===== src/rtl/ser_link_pkg.sv =====
// Shared serial-link definitions used by both the transmitter and receiver sides.
package ser_link_pkg;
  typedef enum logic {IDLE = 1'b0, SHIFT = 1'b1} deser_state_t;

  localparam logic DIR_LSB_FIRST = 1'b0;
  localparam logic DIR_MSB_FIRST = 1'b1;
endpackage


===== src/rtl/deser_out_buffer.sv =====
// Single-entry valid/ready holding register for assembled words.
module deser_out_buffer #(
  parameter int unsigned WIDTH = 8
) (
  input  logic             clk,
  input  logic             rst,
  input  logic             i_load,
  input  logic [WIDTH-1:0] i_data,
  output logic             o_full,
  output logic             o_accept,
  output logic [WIDTH-1:0] o_word,
  output logic             o_valid,
  input  logic             i_ready
);
  logic [WIDTH-1:0] r_word;
  logic             r_valid;
  logic             w_full;
  logic             w_accept;

  // Full only when the held word is not drained this cycle.
  assign w_full   = r_valid & ~i_ready;
  assign w_accept = i_load & ~w_full;

  always_ff @(posedge clk or negedge rst) begin
    if (!rst) begin
      r_word  <= '0;
      r_valid <= 1'b0;
    end else begin
      if (w_accept) r_word <= i_data;
      r_valid <= w_accept | w_full;
    end
  end

  assign o_full   = w_full;
  assign o_accept = w_accept;
  assign o_word   = r_word;
  assign o_valid  = r_valid;
endmodule


===== src/rtl/serial_word_deserializer.sv =====
// Serial-to-parallel receiver: assembles WIDTH-bit frames LSB- or MSB-first into a
// valid/ready output buffer, with sticky overrun and frame-error flags.
module serial_word_deserializer
  import ser_link_pkg::*;
#(
  parameter int unsigned WIDTH = 8
) (
  input  logic             clk,
  input  logic             rst,
  input  logic             dir,
  input  logic             ser_in,
  input  logic             ser_valid,
  input  logic             start,
  output logic [WIDTH-1:0] word_out,
  output logic             word_valid,
  input  logic             word_ready,
  output logic             busy,
  output logic             overrun,
  output logic             frame_err,
  input  logic             clr_err
);
  localparam int unsigned CW = $clog2(WIDTH);
  localparam logic [CW-1:0] LAST_CNT = CW'(WIDTH - 1);

  deser_state_t     r_state, w_state_next;
  logic [WIDTH-1:0] r_sr;
  logic [CW-1:0]    r_cnt;
  logic             r_frame_dir;
  logic             r_overrun;
  logic             r_frame_err;

  logic             w_frame_start;
  logic             w_shift;
  logic             w_complete;
  logic [WIDTH-1:0] w_sr_shift;
  logic [WIDTH-1:0] w_sr_first;
  logic             w_buf_full;
  logic             w_buf_accept;

  assign w_frame_start = ser_valid & start;
  assign w_shift       = (r_state == SHIFT) & ser_valid & ~start;
  assign w_complete    = w_shift & (r_cnt == LAST_CNT);

  assign w_sr_shift = (r_frame_dir == DIR_MSB_FIRST) ? {r_sr[WIDTH-2:0], ser_in}
                                                     : {ser_in, r_sr[WIDTH-1:1]};
  // A start bit always begins from a clean register, discarding any partial frame.
  assign w_sr_first = (dir == DIR_LSB_FIRST) ? {ser_in, {(WIDTH-1){1'b0}}}
                                             : {{(WIDTH-1){1'b0}}, ser_in};

  always_ff @(posedge clk or negedge rst) begin
    if (!rst) r_state <= IDLE;
    else      r_state <= w_state_next;
  end

  always_comb begin
    w_state_next = r_state;
    case (r_state)
      IDLE:    if (w_frame_start) w_state_next = SHIFT;
      SHIFT:   if (w_complete)    w_state_next = IDLE;
      default: w_state_next = IDLE;
    endcase
  end

  always_comb begin
    busy = (r_state == SHIFT);
  end

  always_ff @(posedge clk or negedge rst) begin
    if (!rst) begin
      r_sr        <= '0;
      r_cnt       <= '0;
      r_frame_dir <= DIR_LSB_FIRST;
    end else if (w_frame_start) begin
      r_sr        <= w_sr_first;
      r_cnt       <= CW'(1);
      r_frame_dir <= dir;
    end else if (w_shift) begin
      r_sr  <= w_sr_shift;
      r_cnt <= w_complete ? '0 : r_cnt + CW'(1);
    end
  end

  always_ff @(posedge clk or negedge rst) begin
    if (!rst) begin
      r_overrun   <= 1'b0;
      r_frame_err <= 1'b0;
    end else begin
      if (w_complete & w_buf_full)                   r_overrun <= 1'b1;
      else if (clr_err)                              r_overrun <= 1'b0;
      if ((r_state == SHIFT) & w_frame_start)        r_frame_err <= 1'b1;
      else if (clr_err)                              r_frame_err <= 1'b0;
    end
  end

  deser_out_buffer #(.WIDTH(WIDTH)) u_buf (
    .clk      (clk),
    .rst      (rst),
    .i_load   (w_complete),
    .i_data   (w_sr_shift),
    .o_full   (w_buf_full),
    .o_accept (w_buf_accept),
    .o_word   (word_out),
    .o_valid  (word_valid),
    .i_ready  (word_ready)
  );

  logic w_unused;
  assign w_unused = w_buf_accept;

  assign overrun   = r_overrun;
  assign frame_err = r_frame_err;
endmodule


===== config.mk =====
export PLATFORM = sky130hd
export DESIGN_NAME = serial_word_deserializer
export DESIGN_NICKNAME = d
export VERILOG_FILES = /design/src/rtl/ser_link_pkg.sv /design/src/rtl/deser_out_buffer.sv /design/src/rtl/serial_word_deserializer.sv
export SDC_FILE = /design/constraint.sdc
export NUM_CORES = 1
export LEC_CHECK = 0
export CAP_MARGIN = 5
export CORE_ASPECT_RATIO = 1.75
export CORE_MARGIN = 2
export CORE_UTILIZATION = 35
export DETAILED_ROUTE_END_ITERATION = 10
export PLACE_DENSITY_LB_ADDON = 0.08
export SLEW_MARGIN = 20
export SYNTH_ARGS = -nofsm -noshare
export SYNTH_HDL_FRONTEND = slang
export SYNTH_SLANG_ARGS = --single-unit
export TNS_END_PERCENT = 20

===== constraint.sdc =====
create_clock -name clk -period 1.9 [get_ports clk]
set_clock_uncertainty 0.05 [all_clocks]
set_input_delay 0.38 -clock clk [delete_from_list [all_inputs] [get_ports clk]]
set_output_delay 0.38 -clock clk [all_outputs]
set_load 0.01 [all_outputs]

==> out/metrics.yaml, run 1 <==
placed_design:
  io_buffers: 19
  dp_slack_ns: 0.146
  dp.cells: 136
  placedInstanceArea_um2: 1330
  gp_congestion: 0.743
  dp_hpwl_um: 1660
power_and_ir_drop:
  switching_share: 0.268
  ir_drop_v: 0.000389
  power.total_mw: 1.29
  power.density_nw_per_um2: 934
  combPwrFrac: 0.227
  p_sw_mw: 0.345
  p_leak_nw: 0.656
  p_int_mw: 0.943
  pwr-share-seq: 0.500
  clock_power_share: 0.273
drt:
  via_per_inst: 5.31
  drt-wirelength-per-cell_um: 16.5
  drt_wl_total_um: 2310
  vias: 743
  drtIter0Drc: 14
  drtPass1Iterations: 4
  drc: 0
  final_antenna_net_count: 0
timing:
  slew_viol_final: 0
  worst_slack_ns: 0.158
  worstMarginPinSlew_ns: 0.406
  hold_viol: 0
  fmax_mhz: 574
  final.period_utilization: 0.917
  rsz0062_at_grt: "false"
  max_slew_margin: 0.729
  fin_setup_tns_ns: 0
  fin_crit_ns: 1.74
  setup_viol: 0
  whs_ns: 0.414
setup_path:
  cp.arrival_ns: 1.31
  worst-path-buf-inv: 1
  path_cells: "clkdlybuf4s50_1"
  critPathKind: "flop to output pin"
  r2r_slack_ns: 0.38
  cp_slowest_stage_delay_ns: 0.58
  critPathTopFamily: "buffers and inverters"
  r2r-start: "r_cnt[0]"
  end_kind: "output pin"
  start_kind: "flop"
  crit_path_top_delay_cell: "clkdlybuf4s50_1"
  endpoint: "busy"
  reg2reg_to: "u_buf.o_word[0]"
  cp_max_fo: 7
  worstRegToRegCells: 4
  required_ns: 1.47
  cp.depth: 1
  crit_start: "busy"
grt:
  grt_pass1_wl_um: 3910
  grt_use_met1: 0.200
  overflow: 0
  grt_pass1_vias: 760
  grt-busiest-layer: "met2"
  globalRouteMet3Util: 0.0256
  grt_max_degree: 25
  antenna_found_initial: 0
  use_met2: 0.236
  grt_usage: 0.152
yosys:
  synthXorXnorAreaFrac: 0
  ys_types: 25
  syn_area_um2: 1080
  syn_inst: 86
  synthTopCellsByArea: "dfrtp_1 56%, mux2_2 14%, a22o_2 4.6%"
  synth_edf_count: 0
  yosysTopAreaCellShare: 0.557
  ys_ff_latch: 24
  synth_top_family_by_area: "multiplexers"
  synth_compound_area_frac: 0.107
  syn_nets: 96
  yosys-top-cells-count: "24 x dfrtp_1, 13 x mux2_2, 10 x nand2_1"
  synth_simple_gate_area_frac: 0.101
  synthFlopType: "dfrtp_1"
  syn_avg_cell_area_um2: 12.5
  yosysWarnings: 0
  yosys.area.top_type: "dfrtp_1"
  synth_fa_ha_area_frac: 0.0232
  muxShareOfSynthArea: 0.173
  yosysSeqAreaShare: 0.557
  synth.most_common_cell: "dfrtp_1"
  ys_async_sr_fraction: 1.00
clock_tree:
  cts_inserted_buffers: 3
  ctsHoldBuffers: 0
  clock_path_buffers: 2
  clkTransAtPathRegs_ns: 0.09
  cts_resized: 0
  cts_tree: "built"
  h-tree-depth: 1
  cts.sinks: 24
  root_buffer: "clkbuf_8"
  clk_latency_ns: 0.27
  postCtsSetupRepairBufs: 0
final_layout:
  utilization: 0.471
  stdcell_count: 140
  area_growth_syn_to_layout_pct: 28.0
  nets: 123
  diodes: 0
  drive_gt1_frac: 0.259
  design_area_um2: 1380
worst_hold_path:
  min_path_type: "input port to async pin"
die:
  die-area_um2: 3560
  die_h_um: 77.4
  core-area_um2: 2930
  io-pin-count: 20
  start_util: 0.368
  die_x_um: 46.0
  rows: 26
outcome:
  outcome: "finished clean"
flow_run:
  maxCapViolCount: 0
==> cell usage in the layout, fill, tap and decap left out <==
cell type        Yosys  final
buf_4                1      6
a32o_1               1      1
a22o_2               5      5
o22a_1               1      1
o21a_1               1      1
a31oi_1              2      2
o22ai_1              1      1
and3b_1              1      1
nor2_1               3      3
nand2_1             10     10
nand3b_1             1      1
o21ai_0              3      3
mux2_2              13     13
ha_1                 2      2
nand3_1              1      1
nand3_4              1      1
clkbuf_8             0      4
nand4_1              1      1
inv_1                5      5
clkdlybuf4s50_1      0     19
mux2i_1              4      4
nand4b_1             1      1
o21ai_1              1      1
dfrtp_1             24     24
nand2b_1             1      1
==> power groups by stage <==
stage               Clock (mW)  Combinational, mW  Sequential, mW
floorplan                    0              0.144           0.651
global placement             0              0.296           0.652
detailed placement           0              0.298           0.654
CTS                      0.358              0.299           0.645
global route             0.384              0.323           0.655
finish                   0.352              0.293           0.644
==> final cells by class <==
cell class	count	area, µm²
timing repair buffer	25	235
sequential	24	601
clock buffer	4	55.1
inverter	5	18.8
fill	283	1550
multi-input combinational	54	435
tap	28	35.0
==> registers in the layout (all words and copies together) (netlist names) <==
name           flops
r_sr               8
u_buf.o_word       8
r_cnt              3
busy               1
frame_err          1
overrun            1
r_frame_dir        1
u_buf.o_valid      1
==> per-layer routing <==
layer / routed length (µm) / vias to the layer above
li1: - / 359
met1: 1010 / 365
met2: 1200 / 15
met3: 64 / 4
met4: 39 / 0
met5: 0 / -
==> worst min-delay path by stage <==
stage	endpoint	slack, ns
detailed placement	u_buf.o_word[3]	0.44
CTS	u_buf.o_word[5]	0.42
floorplan	busy	0.03
global placement	r_cnt[2]	0.43
global route	r_sr[3]	0.44
finish	busy	0.41
==> logic make-up (layout without fill, tap and decap cells) <==
family,count (synthesis),count (layout)
adder cells (fa/ha/maj),2,2
buffers and inverters,8,34
AND/OR/NAND/NOR,20,20
multiplexers,17,17
AO/OA/AOI/OAI,15,15
flip-flops,24,24
No activity file was read; power rests on OpenSTA's default activity.
==> inputs of run 2 (changes only) <==
DONT_BUFFER_PORTS = 1   (was not set)
TNS_END_PERCENT = 5   (was 20)
clock period = 2.22 ns   (was 1.9 ns; I/O delays follow)
==> out/metrics.yaml, run 2 (synthesized netlist as in run 1, its figures left out) <==
timing:
  setup_viol: 0  # unchanged
  slew_viol_final: 0  # unchanged
  worst_slack_ns: 0.623  # was 0.158 ns
  worstMarginPinSlew_ns: 0.661  # was 0.406 ns
  fin_crit_ns: 1.60
  fmax_mhz: 626
  final.period_utilization: 0.720
  fin_setup_tns_ns: 0  # unchanged
  hold_viol: 0  # unchanged
  max_slew_margin: 0.556  # was 0.729
  rsz0062_at_grt: "false"  # unchanged
drt:
  drtPass1Iterations: 3  # was 4
  drt_wl_total_um: 2070  # was 2310 µm
  drt-wirelength-per-cell_um: 17.7  # was 16.5 µm
  final_antenna_net_count: 0  # unchanged
  wl_met1_um: 903  # was 1010 µm
  route.met2.wl_um: 1050  # was 1200 µm
  top_layer: "met4"  # unchanged
  vias: 654  # was 743
  drc: 0  # unchanged
  via_per_inst: 5.59  # was 5.31
  met3_length_um: 77  # was 64 µm
  drtIter0Drc: 12  # was 14
clock_tree:
  clock_path_buffers: 2  # unchanged
  postCtsSetupRepairBufs: 0  # unchanged
  clk_latency_ns: 0.27  # about the same
  cts_tree: "built"  # unchanged
  root_buffer: "clkbuf_8"  # unchanged
  ctsHoldBuffers: 2  # was 0
  h-tree-depth: 1  # unchanged
  cts_resized: 0  # unchanged
  cts.sinks: 24  # unchanged
  clkTransAtPathRegs_ns: 0.09  # about the same
  cts_inserted_buffers: 3  # unchanged
power_and_ir_drop:
  power.density_nw_per_um2: 918  # was 934 nW/µm²
  p_leak_nw: 0.575  # was 0.656 nW
  ir_drop_v: 0.000418  # was 0.000389 V
placed_design:
  placedInstanceArea_um2: 1090  # was 1330 µm²
  dp_hpwl_um: 1480  # was 1660 µm
  io_buffers: 0  # was 19
  dp_slack_ns: 0.578  # was 0.146 ns
  gp_congestion: 0.670  # was 0.743
die:
  start_util: 0.368  # unchanged
  die-area_um2: 3560  # unchanged
  io-pin-count: 20  # unchanged
  rows: 26  # unchanged
  die_h_um: 77.4  # unchanged
  die_x_um: 46.0  # unchanged
  core-area_um2: 2930  # unchanged
final_layout:
  final_cell_mix: "24 x dfrtp_1, 13 x mux2_2, 10 x nand2_1"  # was 24 x dfrtp_1, 19 x clkdlybuf4s50_1, 13 x mux2_2
  drive_gt1_frac: 0.270  # was 0.259
  fillers: 288  # was 283
  final_common_cell: "dfrtp_1"  # unchanged
  nets: 100  # was 123
  design_area_um2: 1190  # was 1380 µm²
  diodes: 0  # unchanged
  area_growth_syn_to_layout_pct: 10.4  # was 28.0%
setup_path:
  start_kind: "flop"  # unchanged
  r2r_slack_ns: 0.62  # was 0.38 ns
  worstRegToRegCells: 3  # was 4
  cp_max_fo: 8  # was 7
  end_kind: "flop"  # was output pin
  required_ns: 2.33  # was 1.47 ns
  critPathKind: "flop to flop"  # was flop to output pin
  cp.arrival_ns: 1.70  # was 1.31 ns
grt:
  grt_pass1_wl_um: 3730  # was 3910 µm
  grt_pass1_vias: 741  # was 760
  antenna_found_initial: 0  # unchanged
  overflow: 0  # unchanged
  grt_usage: 0.142  # was 0.152
  grt_max_degree: 25  # unchanged
flow_run:
  maxCapViolCount: 0  # unchanged
outcome:
  outcome: "finished clean"  # unchanged
worst_hold_path:
  holdPathStages: 1
  min_path_type: "input port to flop"  # was input port to async pin
[run 2: report_power, final]
part / total (mW) / switching, mW / internal [mW] / leakage [nW]
Combinational: 0.141 / 0.0633 / 0.0774 / 0.233
Sequential: 0.570 / 0.0696 / 0.500 / 0.306
Clock: 0.383 / 0.142 / 0.241 / 0.0357
[run 2: worst paths after layout]
path,end,from
hold / removal,overrun,clr_err
setup reg to reg,u_buf.o_word[7],busy
setup / recovery,u_buf.o_word[7],busy
hold reg to reg,r_cnt[1],r_cnt[1]
min in group asynchronous,r_sr[0],rst
max in group asynchronous,r_sr[4],rst
[run 2: worst max-delay path: stages, from the launching register on]
cell and delay, ns:
dfrtp_1 0.49, and3b_1 0.43, nand3_4 0.21, mux2_2 0.31
[run 2: metrics by stage]
step	utilization	cells	total power, mW	hold slack, ns
floorplan	-	86	0.680	0.0984
global placement	0.372	111	0.706	0.0989
detailed placement	0.372	111	0.711	0.0990
CTS	0.407	117	1.12	0.210
global route	0.407	117	1.16	0.199
finish	0.407	117	1.09	0.223
[run 2: area by class of cell]
class / count / area (µm²) / area share
multi-input cells: 54 / 435 / 0.366
repair buffers: 2 / 30.0 / 0.0252
clock buffers: 3 / 41.3 / 0.0347
well taps: 28 / 35.0 / 0.0294
flip-flops and latches: 24 / 601 / 0.504
clock inverters: 1 / 30.0 / 0.0252
inverters: 5 / 18.8 / 0.0158
[run 2: metal layers]
layer  global-route usage  vias to the layer above
li1                     -                      314
met1                0.198                      320
met2                0.203                       16
met3               0.0326                        4
met4               0.0686                        0
met5                    0                        -
